$ cat config.mk
export PLATFORM = sky130hd
export DESIGN_NAME = multicycle_controller
export DESIGN_NICKNAME = d
export VERILOG_FILES = /design/src/rtl/mips_ctrl_pkg.sv /design/src/rtl/opcode_classifier.sv /design/src/rtl/multicycle_controller.sv
export SDC_FILE = /design/constraint.sdc
export NUM_CORES = 1
export LEC_CHECK = 0
export ABC_AREA = 0
export ABC_CLOCK_PERIOD_IN_PS = 5400
export CELL_PAD_IN_SITES_DETAIL_PLACEMENT = 0
export CELL_PAD_IN_SITES_GLOBAL_PLACEMENT = 2
export CORE_MARGIN = 2
export CORE_UTILIZATION = 29
export CTS_CLUSTER_SIZE = 25
export DETAILED_ROUTE_END_ITERATION = 10
export PLACE_DENSITY_LB_ADDON = 0.12
export SLEW_MARGIN = 25
export SYNTH_ARGS = -nofsm -noshare
export SYNTH_HDL_FRONTEND = slang
export SYNTH_SLANG_ARGS = --single-unit
$ cat constraint.sdc
create_clock -name clk -period 5.4 [get_ports clk]
set_clock_uncertainty 0.1 [all_clocks]
set_input_delay 1.62 -clock clk [delete_from_list [all_inputs] [get_ports clk]]
set_output_delay 1.62 -clock clk [all_outputs]
set_load 0.005 [all_outputs]
$ cat src/rtl/mips_ctrl_pkg.sv
// rtl/mips_ctrl_pkg.sv - opcodes, FSM states and ALU op encodings shared by the multicycle controller
package mips_ctrl_pkg;

  localparam logic [5:0] OP_RTYPE = 6'b000000;
  localparam logic [5:0] OP_ADDI  = 6'b001000;
  localparam logic [5:0] OP_LW    = 6'b100011;
  localparam logic [5:0] OP_SW    = 6'b101011;
  localparam logic [5:0] OP_BEQ   = 6'b000100;
  localparam logic [5:0] OP_J     = 6'b000010;

  typedef enum logic [2:0] {
    S_FETCH  = 3'd0,
    S_DECODE = 3'd1,
    S_EXEC   = 3'd2,
    S_MEM    = 3'd3,
    S_WB     = 3'd4,
    S_HALT   = 3'd5
  } state_t;

  localparam logic [1:0] ALUOP_ADD   = 2'b00;
  localparam logic [1:0] ALUOP_SUB   = 2'b01;
  localparam logic [1:0] ALUOP_FUNCT = 2'b10;

  // One-hot instruction class; exactly one field is set for any opcode.
  typedef struct packed {
    logic rtype;
    logic addi;
    logic lw;
    logic sw;
    logic beq;
    logic j;
    logic halt;
    logic other;
  } iclass_t;

endpackage

$ cat src/rtl/opcode_classifier.sv
// rtl/opcode_classifier.sv - maps an opcode to a one-hot instruction class
module opcode_classifier
  import mips_ctrl_pkg::*;
#(
  parameter logic [5:0] HALT_OPCODE = 6'b111111
) (
  input  logic [5:0] opcode_i,
  output iclass_t    class_o
);

  // The halt match takes priority so HALT_OPCODE may alias any other opcode.
  always_comb begin
    class_o = '0;
    if (opcode_i == HALT_OPCODE) begin
      class_o.halt = 1'b1;
    end else begin
      case (opcode_i)
        OP_RTYPE: class_o.rtype = 1'b1;
        OP_ADDI:  class_o.addi  = 1'b1;
        OP_LW:    class_o.lw    = 1'b1;
        OP_SW:    class_o.sw    = 1'b1;
        OP_BEQ:   class_o.beq   = 1'b1;
        OP_J:     class_o.j     = 1'b1;
        default:  class_o.other = 1'b1;
      endcase
    end
  end

endmodule

$ cat src/rtl/multicycle_controller.sv
// rtl/multicycle_controller.sv - multi-cycle MIPS sequencer owning pc/ir; RETIRE_COUNT_EN adds a retire counter
module multicycle_controller
  import mips_ctrl_pkg::*;
#(
  parameter logic [31:0] RESET_PC    = 32'h0000_0000,
  parameter int unsigned PC_STEP     = 4,
  parameter logic [5:0]  HALT_OPCODE = 6'b111111
) (
  input  logic        clk,
  input  logic        rst,
  input  logic [31:0] instruction,
  input  logic        zero,
  output logic [31:0] pc,
  output logic [31:0] ir,
  output logic        MemR,
  output logic        MemW,
  output logic        RegW,
  output logic        MemToReg,
  output logic        alusrc,
  output logic        regdest,
  output logic [1:0]  Aluout,
  output logic [2:0]  state,
  output logic        halted,
  output logic [31:0] retired_count
);

  state_t      state_q, state_d;
  logic [31:0] pc_q, pc_d;
  logic [31:0] ir_q, ir_d;
  logic [31:0] pc4;
  logic [31:0] br_off;
  logic        retire;
  iclass_t     cls;

  opcode_classifier #(.HALT_OPCODE(HALT_OPCODE)) u_classifier (
    .opcode_i (ir_q[31:26]),
    .class_o  (cls)
  );

  assign pc4    = pc_q + 32'(PC_STEP);
  assign br_off = {{14{ir_q[15]}}, ir_q[15:0], 2'b00};

  always_ff @(posedge clk) begin
    if (rst) begin
      state_q <= S_FETCH;
      pc_q    <= RESET_PC;
      ir_q    <= '0;
    end else begin
      state_q <= state_d;
      pc_q    <= pc_d;
      ir_q    <= ir_d;
    end
  end

  // Strobes depend only on state_q and ir_q so the datapath sees stable controls per cycle.
  always_comb begin
    state_d  = state_q;
    pc_d     = pc_q;
    ir_d     = ir_q;
    retire   = 1'b0;
    MemR     = 1'b0;
    MemW     = 1'b0;
    RegW     = 1'b0;
    MemToReg = 1'b0;
    alusrc   = 1'b0;
    regdest  = 1'b0;
    Aluout   = ALUOP_ADD;
    case (state_q)
      S_FETCH: begin
        ir_d    = instruction;
        state_d = S_DECODE;
      end
      S_DECODE: begin
        if (cls.halt) begin
          state_d = S_HALT;
        end else if (cls.j) begin
          pc_d    = {pc4[31:28], ir_q[25:0], 2'b00};
          state_d = S_FETCH;
          retire  = 1'b1;
        end else if (cls.other) begin
          pc_d    = pc4;
          state_d = S_FETCH;
          retire  = 1'b1;
        end else begin
          state_d = S_EXEC;
        end
      end
      S_EXEC: begin
        Aluout  = cls.beq ? ALUOP_SUB : (cls.rtype ? ALUOP_FUNCT : ALUOP_ADD);
        alusrc  = cls.lw | cls.sw | cls.addi;
        regdest = cls.rtype;
        if (cls.beq) begin
          pc_d    = zero ? (pc4 + br_off) : pc4;
          state_d = S_FETCH;
          retire  = 1'b1;
        end else if (cls.rtype || cls.addi) begin
          state_d = S_WB;
        end else if (cls.lw || cls.sw) begin
          state_d = S_MEM;
        end else begin
          state_d = S_FETCH;
        end
      end
      S_MEM: begin
        alusrc = 1'b1;
        Aluout = ALUOP_ADD;
        if (cls.sw) begin
          MemW    = 1'b1;
          pc_d    = pc4;
          state_d = S_FETCH;
          retire  = 1'b1;
        end else if (cls.lw) begin
          MemR    = 1'b1;
          state_d = S_WB;
        end else begin
          state_d = S_FETCH;
        end
      end
      S_WB: begin
        // ALU controls stay put so the write-back value is the same result computed in EXEC.
        RegW     = 1'b1;
        MemToReg = cls.lw;
        MemR     = cls.lw;
        regdest  = cls.rtype;
        alusrc   = cls.lw | cls.addi;
        Aluout   = cls.rtype ? ALUOP_FUNCT : ALUOP_ADD;
        pc_d     = pc4;
        state_d  = S_FETCH;
        retire   = 1'b1;
      end
      S_HALT: begin
        state_d = S_HALT;
      end
      default: begin
        state_d = S_FETCH;
      end
    endcase
  end

  assign pc     = pc_q;
  assign ir     = ir_q;
  assign state  = state_q;
  assign halted = (state_q == S_HALT);

`ifdef RETIRE_COUNT_EN
  logic [31:0] retired_q;

  always_ff @(posedge clk) begin
    if (rst) begin
      retired_q <= '0;
    end else if (retire) begin
      retired_q <= retired_q + 32'd1;
    end
  end

  assign retired_count = retired_q;
`else
  logic unused_retire;
  assign unused_retire = retire;
  assign retired_count = 32'h0;
`endif

endmodule

==> metrics.sh, run 1 <==
RUN_STATUS='complete, no violations'
SW_FRAC_OF_TOTAL=0.360
GLOBALROUTE.TOTALOVERFLOW=0
GLOBAL_ROUTE_WIRE_LENGTH_BEFORE_REPAIR_UM=26900
TIMING.FINAL.CRIT_SHARE=0.824
PORT_BUFFER_COUNT=108
LARGEST_FANOUT_OF_ANY_NET_ON_THE_CRITICAL_PATH=8
YOSYS.AREA.TOP_TYPE_SHARE=0.250
GRT_PASS1_VIAS=4985
DRT-VIAS-PER-INSTANCE=5.11
SETUP-TNS-FINAL_NS=0
TIMING_WORST_SETUP_PATH_TYPE='flip-flop to flip-flop'
CTS-HTREE-LEVELS=3
YS_TYPES=56
INSTANCES_NO_FILL=1011
DR.FIRST_ITER.DRC_COUNT=318
CTS_BUFFER_DEPTH=2
PLACED_CELLS=996
WORST_SKEW_LATE_LATENCY_NS=0.34
CLKTRANSATPATHREGS_NS=0.05
DRIVE_GT1_FRAC=0.0458
FLOORPLAN.INITIALDENSITY=0.299
DESIGN.DIE.AREA_UM2=19000
WORST_HOLD_PATH_TYPE='flip-flop to flip-flop'
WORST-ENDPOINT-REQUIRED_NS=5.52
SYNTH_TOP_CELL_BY_AREA='sky130_fd_sc_hd__dfxtp_1'
HOLD_VIOL=0
COMBINATIONAL_SHARE_OF_POWER=0.356
GRT_SETUP_UNREPAIRED='no'
POWER.SHARE.SEQUENTIAL=0.344
P_PER_AREA_nW_PER_UM2=273
GRT_MAX_DEGREE=42
SETUP_WS_NS=0.953
TOP_LEVEL_PORT_COUNT=143
SYNTH_TOP_CELLS_BY_COUNT='sky130_fd_sc_hd__nand2_1 (121), sky130_fd_sc_hd__a21oi_1 (66), sky130_fd_sc_hd__dfxtp_1 (65), sky130_fd_sc_hd__nor2_1 (65)'
ROUTED-VIA-COUNT=5171
SYNTHTOLAYOUTAREAGROWTH_PCT=27.3
WORST_SETUP_PATH_START_KIND='flip-flop'
YS_ASYNC_SR_FRACTION=0
SYN-MEAN-INSTANCE-AREA_UM2=7.53
FIN_HOLD_WS_NS=0.387
CRITICAL_PATH_ARRIVAL_NS=4.57
VDD.IR_DROP.WORST_V=0.000150
POWER.NET_SWITCHING_W=0.000652
POWER.CLOCK.FRACTION=0.300
CTS_HOLD_BUFFERS=0
MAXCAPVIOLCOUNT=0
ROUTE.ANTENNA.REMAINING_NETS=0
TIMING.FINAL.CRIT_PERIOD_NS=4.45
NUMBER_OF_OPTIMIZATION_ITERATIONS_IN_THE_FIRST_DETAILED_ROUTE_PASS=4
ACHIEVABLE_CLOCK_FREQUENCY_MHz=225
WL_UM=17200
POST-ROUTE-CELL-AREA_UM2=6620
SYNTH_TOP_CELLS_BY_AREA='sky130_fd_sc_hd__dfxtp_1 (25%), sky130_fd_sc_hd__nand2_1 (8.7%), sky130_fd_sc_hd__ha_1 (8.7%)'
SYNTHMOSTINSTANTIATEDCELL='sky130_fd_sc_hd__nand2_1'
SYNTH_FLOP_CELL='sky130_fd_sc_hd__dfxtp_1'
POWER.INTERNAL_W=0.00116
POST_DRT_WL_PER_CELL_UM=17.0
POST_CTS_RESIZE_COUNT=0
SYNTH_WARNINGS=0
CTS.ROOT.BUFFER_CELL='sky130_fd_sc_hd__clkbuf_16'
ROUTABILITYCONGESTION=0.857
CTS_SETUP_BUFFERS=0
ROUTE.DETAILED.DRC=0
ANTENNA_CELLS_INSERTED=0
TRITONCTS.NUM_BUFFERS=9
SETUP_VIOL_COUNT_FINAL=0
SYNTH-EDFF-COUNT=0
CP-END-KIND='flip-flop'
GRT_ANTENNA_BEFORE_REPAIR=0
REPORT.FINAL.SLEW_VIOL_COUNT=0
YOSYS_REGISTER_BITS=65
DIE_H_UM=138
SYN-INSTANCE-COUNT=691
CORE.ROWCOUNT=48
WORST-SLEW-PIN-TRANSITION_NS=0.931
GRT_USE_TOTAL=0.183
SYNTH_SEQ_AREA_SHARE=0.250
DP_HPWL_UM=12900
POWER_LEAKAGE_nW=2.66
CTS_SINKS=65
CORE_AREA_UM2=17400
SYNTHESIS.AREA_UM2=5200
PLACED_AREA_UM2=6350
DP_SLACK_NS=1.00
RELSLEWSLACK=0.378
NUM-NETS-FINAL=854
DIE_X_UM=138
CTS_TREE='done'
-- flip-flops by register name, summed over array words and instances (netlist names) --
signal and cells:
state 3, pc 30, ir 32
-- layout make-up --
cell class / instances / area, µm²
clock inverters: 4 / 20.0
inverters: 13 / 48.8
repair buffers: 117 / 1140
fillers: 1825 / 10800
flip-flops and latches: 65 / 1300
clock buffers: 11 / 243
multi-input cells: 576 / 3580
well taps: 225 / 282
-- power by group through the flow --
stage,clock network [W],logic [W],registers (W)
final,0.000542,0.000644,0.000623
after global routing,0.000580,0.000718,0.000635
after CTS,0.000562,0.000650,0.000624
after detailed placement,0,0.000645,0.000634
after global placement,0,0.000639,0.000633
after floorplan,0,0.000424,0.000610
-- worst max-delay path: stages (launching register included) --
cell and delay [ns]:
sky130_fd_sc_hd__dfxtp_1 0.39, sky130_fd_sc_hd__ha_1 0.22, sky130_fd_sc_hd__nand3_1 0.24, sky130_fd_sc_hd__nor2_1 0.67, sky130_fd_sc_hd__nand3_1 0.18, sky130_fd_sc_hd__xnor2_1 0.29
sky130_fd_sc_hd__ha_1 0.31, sky130_fd_sc_hd__a21o_1 0.18, sky130_fd_sc_hd__a21o_1 0.18, sky130_fd_sc_hd__a21oi_1 0.22, sky130_fd_sc_hd__o22a_1 0.16, sky130_fd_sc_hd__o21ai_1 0.10
sky130_fd_sc_hd__o21ai_1 0.19, sky130_fd_sc_hd__a31oi_1 0.13, sky130_fd_sc_hd__mux2i_1 0.20, sky130_fd_sc_hd__mux2i_1 0.23, sky130_fd_sc_hd__mux2_1 0.33
-- through the flow --
stage                     power (W)   util
after floorplan             0.00103      -
after global placement      0.00127  0.365
after detailed placement    0.00128  0.365
after CTS                   0.00184  0.380
after global routing        0.00193  0.380
final                       0.00181  0.380
-- routing by layer --
metal	wire length (µm)	GRT usage	up-vias
met1	8200	0.246	2438
met2	7940	0.304	139
met3	885	0.0300	13
met5	0	0	-
met4	185	0.0471	0
li1	-	-	2581
-- logic make-up (layout without fill, tap and decap cells) --
family | Yosys count | count (layout) | synth area share
DFF | 65 | 65 | 0.250
and+or+nand+nor | 266 | 266 | 0.233
xor gates and xnor gates | 55 | 55 | 0.0926
buffers and inverters | 83 | 145 | 0.0871
AOI/OAI and AO/OA | 180 | 180 | 0.238
muxes | 4 | 4 | 0.00794
adders and majority gates | 37 | 37 | 0.0905
other | 1 | 34 | 0.000721
-- final timing paths --
kind         slack (ns)  depth (start not counted)  endpoint    from
max                0.95                         16    pc[31]   pc[2]
min                0.39                          2    ir[24]  ir[24]
max reg2reg        0.95                         16    pc[31]   pc[2]
min reg2reg        0.39                          2    ir[24]  ir[24]
-- cells in the final DEF, fill, tap and decap left out, types with 4 or more instances in the layout --
cell                                n
sky130_fd_sc_hd__a311oi_1           8
sky130_fd_sc_hd__a222oi_1          14
sky130_fd_sc_hd__o21bai_1           5
sky130_fd_sc_hd__conb_1            34
sky130_fd_sc_hd__nand4_1            9
sky130_fd_sc_hd__nor2b_1            6
sky130_fd_sc_hd__and3_1            11
sky130_fd_sc_hd__clkbuf_16          9
sky130_fd_sc_hd__xor2_1            21
sky130_fd_sc_hd__nor4_1             4
sky130_fd_sc_hd__o21ai_0           17
sky130_fd_sc_hd__inv_1             13
sky130_fd_sc_hd__a21o_1            10
sky130_fd_sc_hd__a21oi_1           66
sky130_fd_sc_hd__nor3_1             6
sky130_fd_sc_hd__nand3_1           17
sky130_fd_sc_hd__a211oi_1          19
sky130_fd_sc_hd__a31oi_1            5
sky130_fd_sc_hd__nor2_1            65
sky130_fd_sc_hd__nand2b_1          11
sky130_fd_sc_hd__dfxtp_1           65
sky130_fd_sc_hd__nand2_1          121
sky130_fd_sc_hd__buf_4              9
sky130_fd_sc_hd__xnor2_1           34
sky130_fd_sc_hd__a221oi_1           5
sky130_fd_sc_hd__ha_1              36
sky130_fd_sc_hd__a22oi_1            9
sky130_fd_sc_hd__clkdlybuf4s50_1  107
sky130_fd_sc_hd__clkinv_2           4
Power figures use the tool's default switching activity.
==> inputs of run 2 (changes only) <==
--- a/config.mk
+++ b/config.mk
@@ -6,11 +6,11 @@
 export NUM_CORES = 1
 export LEC_CHECK = 0
 export ABC_AREA = 0
-export ABC_CLOCK_PERIOD_IN_PS = 5400
+export ABC_CLOCK_PERIOD_IN_PS = 4350
 export CELL_PAD_IN_SITES_DETAIL_PLACEMENT = 0
 export CELL_PAD_IN_SITES_GLOBAL_PLACEMENT = 2
 export CORE_MARGIN = 2
-export CORE_UTILIZATION = 29
+export CORE_UTILIZATION = 27
 export CTS_CLUSTER_SIZE = 25
 export DETAILED_ROUTE_END_ITERATION = 10
 export PLACE_DENSITY_LB_ADDON = 0.12
==> constraint.sdc (replaced) <==
create_clock -name clk -period 4.35 [get_ports clk]
set_clock_uncertainty 0.1 [all_clocks]
set_input_delay 1.305 -clock clk [delete_from_list [all_inputs] [get_ports clk]]
set_output_delay 1.305 -clock clk [all_outputs]
set_load 0.005 [all_outputs]
==> metrics.sh, run 2 (synthesis gave the netlist of run 1 again) <==
WORST_SETUP_PATH_START_KIND='flip-flop'
DESIGN.DIE.AREA_UM2=20400  # +7.2%
CLKTRANSATPATHREGS_NS=0.06  # about the same
DP_SLACK_NS=0.178  # -0.823 ns
GRT_MAX_DEGREE=34  # -19%
LARGEST_FANOUT_OF_ANY_NET_ON_THE_CRITICAL_PATH=6  # -2
CORE.ROWCOUNT=50  # +4.2%
CTS.ROOT.BUFFER_CELL='sky130_fd_sc_hd__clkbuf_16'
SYNTHTOLAYOUTAREAGROWTH_PCT=31.3
HOLD_VIOL=0  # unchanged
GLOBAL_ROUTE_WIRE_LENGTH_BEFORE_REPAIR_UM=27800  # +3.2%
GRT_USE_TOTAL=0.174  # -0.00877
WORST-ENDPOINT-REQUIRED_NS=4.49  # -1.03 ns
SETUP-TNS-FINAL_NS=0  # unchanged
GRT_SETUP_UNREPAIRED='no'
FINALPOWER_W=0.00239  # +32%
DRIVE_GT1_FRAC=0.0650  # +0.0192
RELSLEWSLACK=0.412  # +0.0341
CTS-HTREE-LEVELS=3  # unchanged
SEQUENTIAL_CELL_AREA_UM2=1300  # unchanged
TOP_LEVEL_PORT_COUNT=143  # unchanged
GRT_PASS1_VIAS=5120  # +2.7%
POST-ROUTE-CELL-AREA_UM2=6830  # +3.1%
DRT-VIAS-PER-INSTANCE=4.94  # -3.3%
TRITONCTS.NUM_BUFFERS=9  # unchanged
WORST-SLEW-PIN-TRANSITION_NS=0.878  # -0.0537 ns
MAXCAPVIOLCOUNT=0  # unchanged
REPORT.FINAL.SLEW_VIOL_COUNT=0  # unchanged
FILLCELLCOUNT=2040  # +12%
WORST_HOLD_PATH_TYPE='flip-flop to flip-flop'
TIMING.CRITICAL_PATH.CELLS='and3_1, nand3_2, nor3_4, buf_4, nand2_1, nor2_1, xor2_1, ha_1, and3_1, nand4_1, o22a_1, o21ai_1, o21ai_1, a31oi_1, mux2i_1, mux2i_1, mux2_1'
POWER_LEAKAGE_nW=2.74  # +3.1%
ROUTED-VIA-COUNT=5240  # +1.3%
CTS_SINKS=65  # unchanged
CRITPATHTOPFAMILY='simple AND/OR/NAND/NOR gates'
COMMONEST_NON_FILL_NON_TAP_CELL_IN_THE_LAYOUT='sky130_fd_sc_hd__nand2_1'
DR.FIRST_ITER.DRC_COUNT=278  # -13%
LARGEST_REGISTER_FF_COUNT=32  # unchanged
WORST_PATH_MAX_DELAY_CELL='sky130_fd_sc_hd__dfxtp_1'
SETUP_VIOL_COUNT_FINAL=0  # unchanged
TIMING.FINAL.CRIT_PERIOD_NS=4.06  # -0.387 ns
GRT_ANTENNA_BEFORE_REPAIR=0  # unchanged
NUM-NETS-FINAL=867  # +1.5%
ANTENNA_CELLS_INSERTED=0  # unchanged
MULTI_INPUT_COMB_AREA_UM2=3590  # +0.21%
FLOORPLAN.INITIALDENSITY=0.276  # -0.0224
CRITICAL_PATH_ARRIVAL_NS=4.20  # -0.37 ns
CP_NUM_BUF_INV=1  # +1
POST-ROUTE-UTIL=0.362  # -0.0175
DP_HPWL_UM=13300  # +3.1%
POST_DRT_WL_PER_CELL_UM=16.7  # -1.9%
WL_UM=17700  # +2.8%
CPPEAKSTAGEDELAY_NS=0.39  # -0.28 ns
TIMING.FINAL.CRIT_SHARE=0.933  # +0.110
CORE_AREA_UM2=18800  # +8.1%
SETUP_WS_NS=0.290  # -0.663 ns
DIE_X_UM=143  # +3.5%
WORST_SKEW_LATE_LATENCY_NS=0.35  # about the same
GLOBALROUTE.TOTALOVERFLOW=0  # unchanged
NUMBER_OF_OPTIMIZATION_ITERATIONS_IN_THE_FIRST_DETAILED_ROUTE_PASS=7  # +3
ACHIEVABLE_CLOCK_FREQUENCY_MHz=246  # +9.5%
VDD.IR_DROP.WORST_V=0.000193  # +28%
PORT_BUFFER_COUNT=108  # unchanged
RUN_STATUS='complete, no violations'
ROUTE.ANTENNA.REMAINING_NETS=0  # unchanged
ROUTE.DETAILED.DRC=0  # unchanged
LAYOUT.CELLS.MOST_COMMON_LIST='sky130_fd_sc_hd__nand2_1 (121), sky130_fd_sc_hd__clkdlybuf4s50_1 (107), sky130_fd_sc_hd__a21oi_1 (66)'
PLACED_AREA_UM2=6480  # +2.0%
ROUTABILITYCONGESTION=0.844  # -1.6%
P_PER_AREA_nW_PER_UM2=351  # +28%
CTS_TREE='done'
CTS_BUFFER_DEPTH=2  # unchanged
TIMING_WORST_SETUP_PATH_TYPE='flip-flop to flip-flop'
DIE_H_UM=143  # +3.5%
CP-END-KIND='flip-flop'
==> run 2: layout make-up <==
cell class,count,share of cell area
Multi-Input combinational cell,576,0.526
Sequential cell,65,0.191
Timing Repair Buffer,130,0.182
Tap cell,260,0.0477
Clock buffer,10,0.0335
Clock inverter,6,0.0136
Inverter,13,0.00715
==> run 2: tightest hold or removal path, delay by kind of cell, from the launching register on <==
kind,cells,cell delay [ns]
DFF,1,0.33
and+or+nand+nor,1,0.06
AOI/OAI and AO/OA,1,0.06
==> run 2: repair_timing <==
item	4_1_cts	5_1_grt
setup buffers	0	2
resized for setup	0	2
setup endpoints to repair	0	1
hold buffers	0	0
==> run 2: per-layer routing <==
metal  vias to the layer above  part of all wire  GRT usage
met5                         -                 0          0
met4                         0             0.011     0.0469
met3                        14             0.038     0.0319
met2                       124              0.46      0.281
met1                      2490              0.49      0.238
li1                       2612                 -          -
==> run 2: through the flow <==
| stage | hold WS (ns) | cells |
|---|---|---|
| 6_report | 0.394 | 1060 |
| 5_1_grt | 0.421 | 1060 |
| 4_1_cts | 0.401 | 1058 |
| 3_5_place_dp | 0.389 | 1042 |
| 3_3_place_gp | 0.383 | 1042 |
| 2_1_floorplan | 0.365 | 724 |
==> run 2: where the power goes <==
group / switching [W] / internal [W] / leakage (nW)
combinational: 0.000433 / 0.000384 / 2.06
clock: 0.000305 / 0.000504 / 0.149
sequential: 0.000103 / 0.000665 / 0.536
==> run 2: final timing paths <==
check	start	end	slack [ns]	cells past startpoint
max	pc[7]	pc[31]	0.29	17
min	ir[19]	ir[19]	0.39	2
max reg2reg	pc[7]	pc[31]	0.29	17
min reg2reg	ir[19]	ir[19]	0.39	2
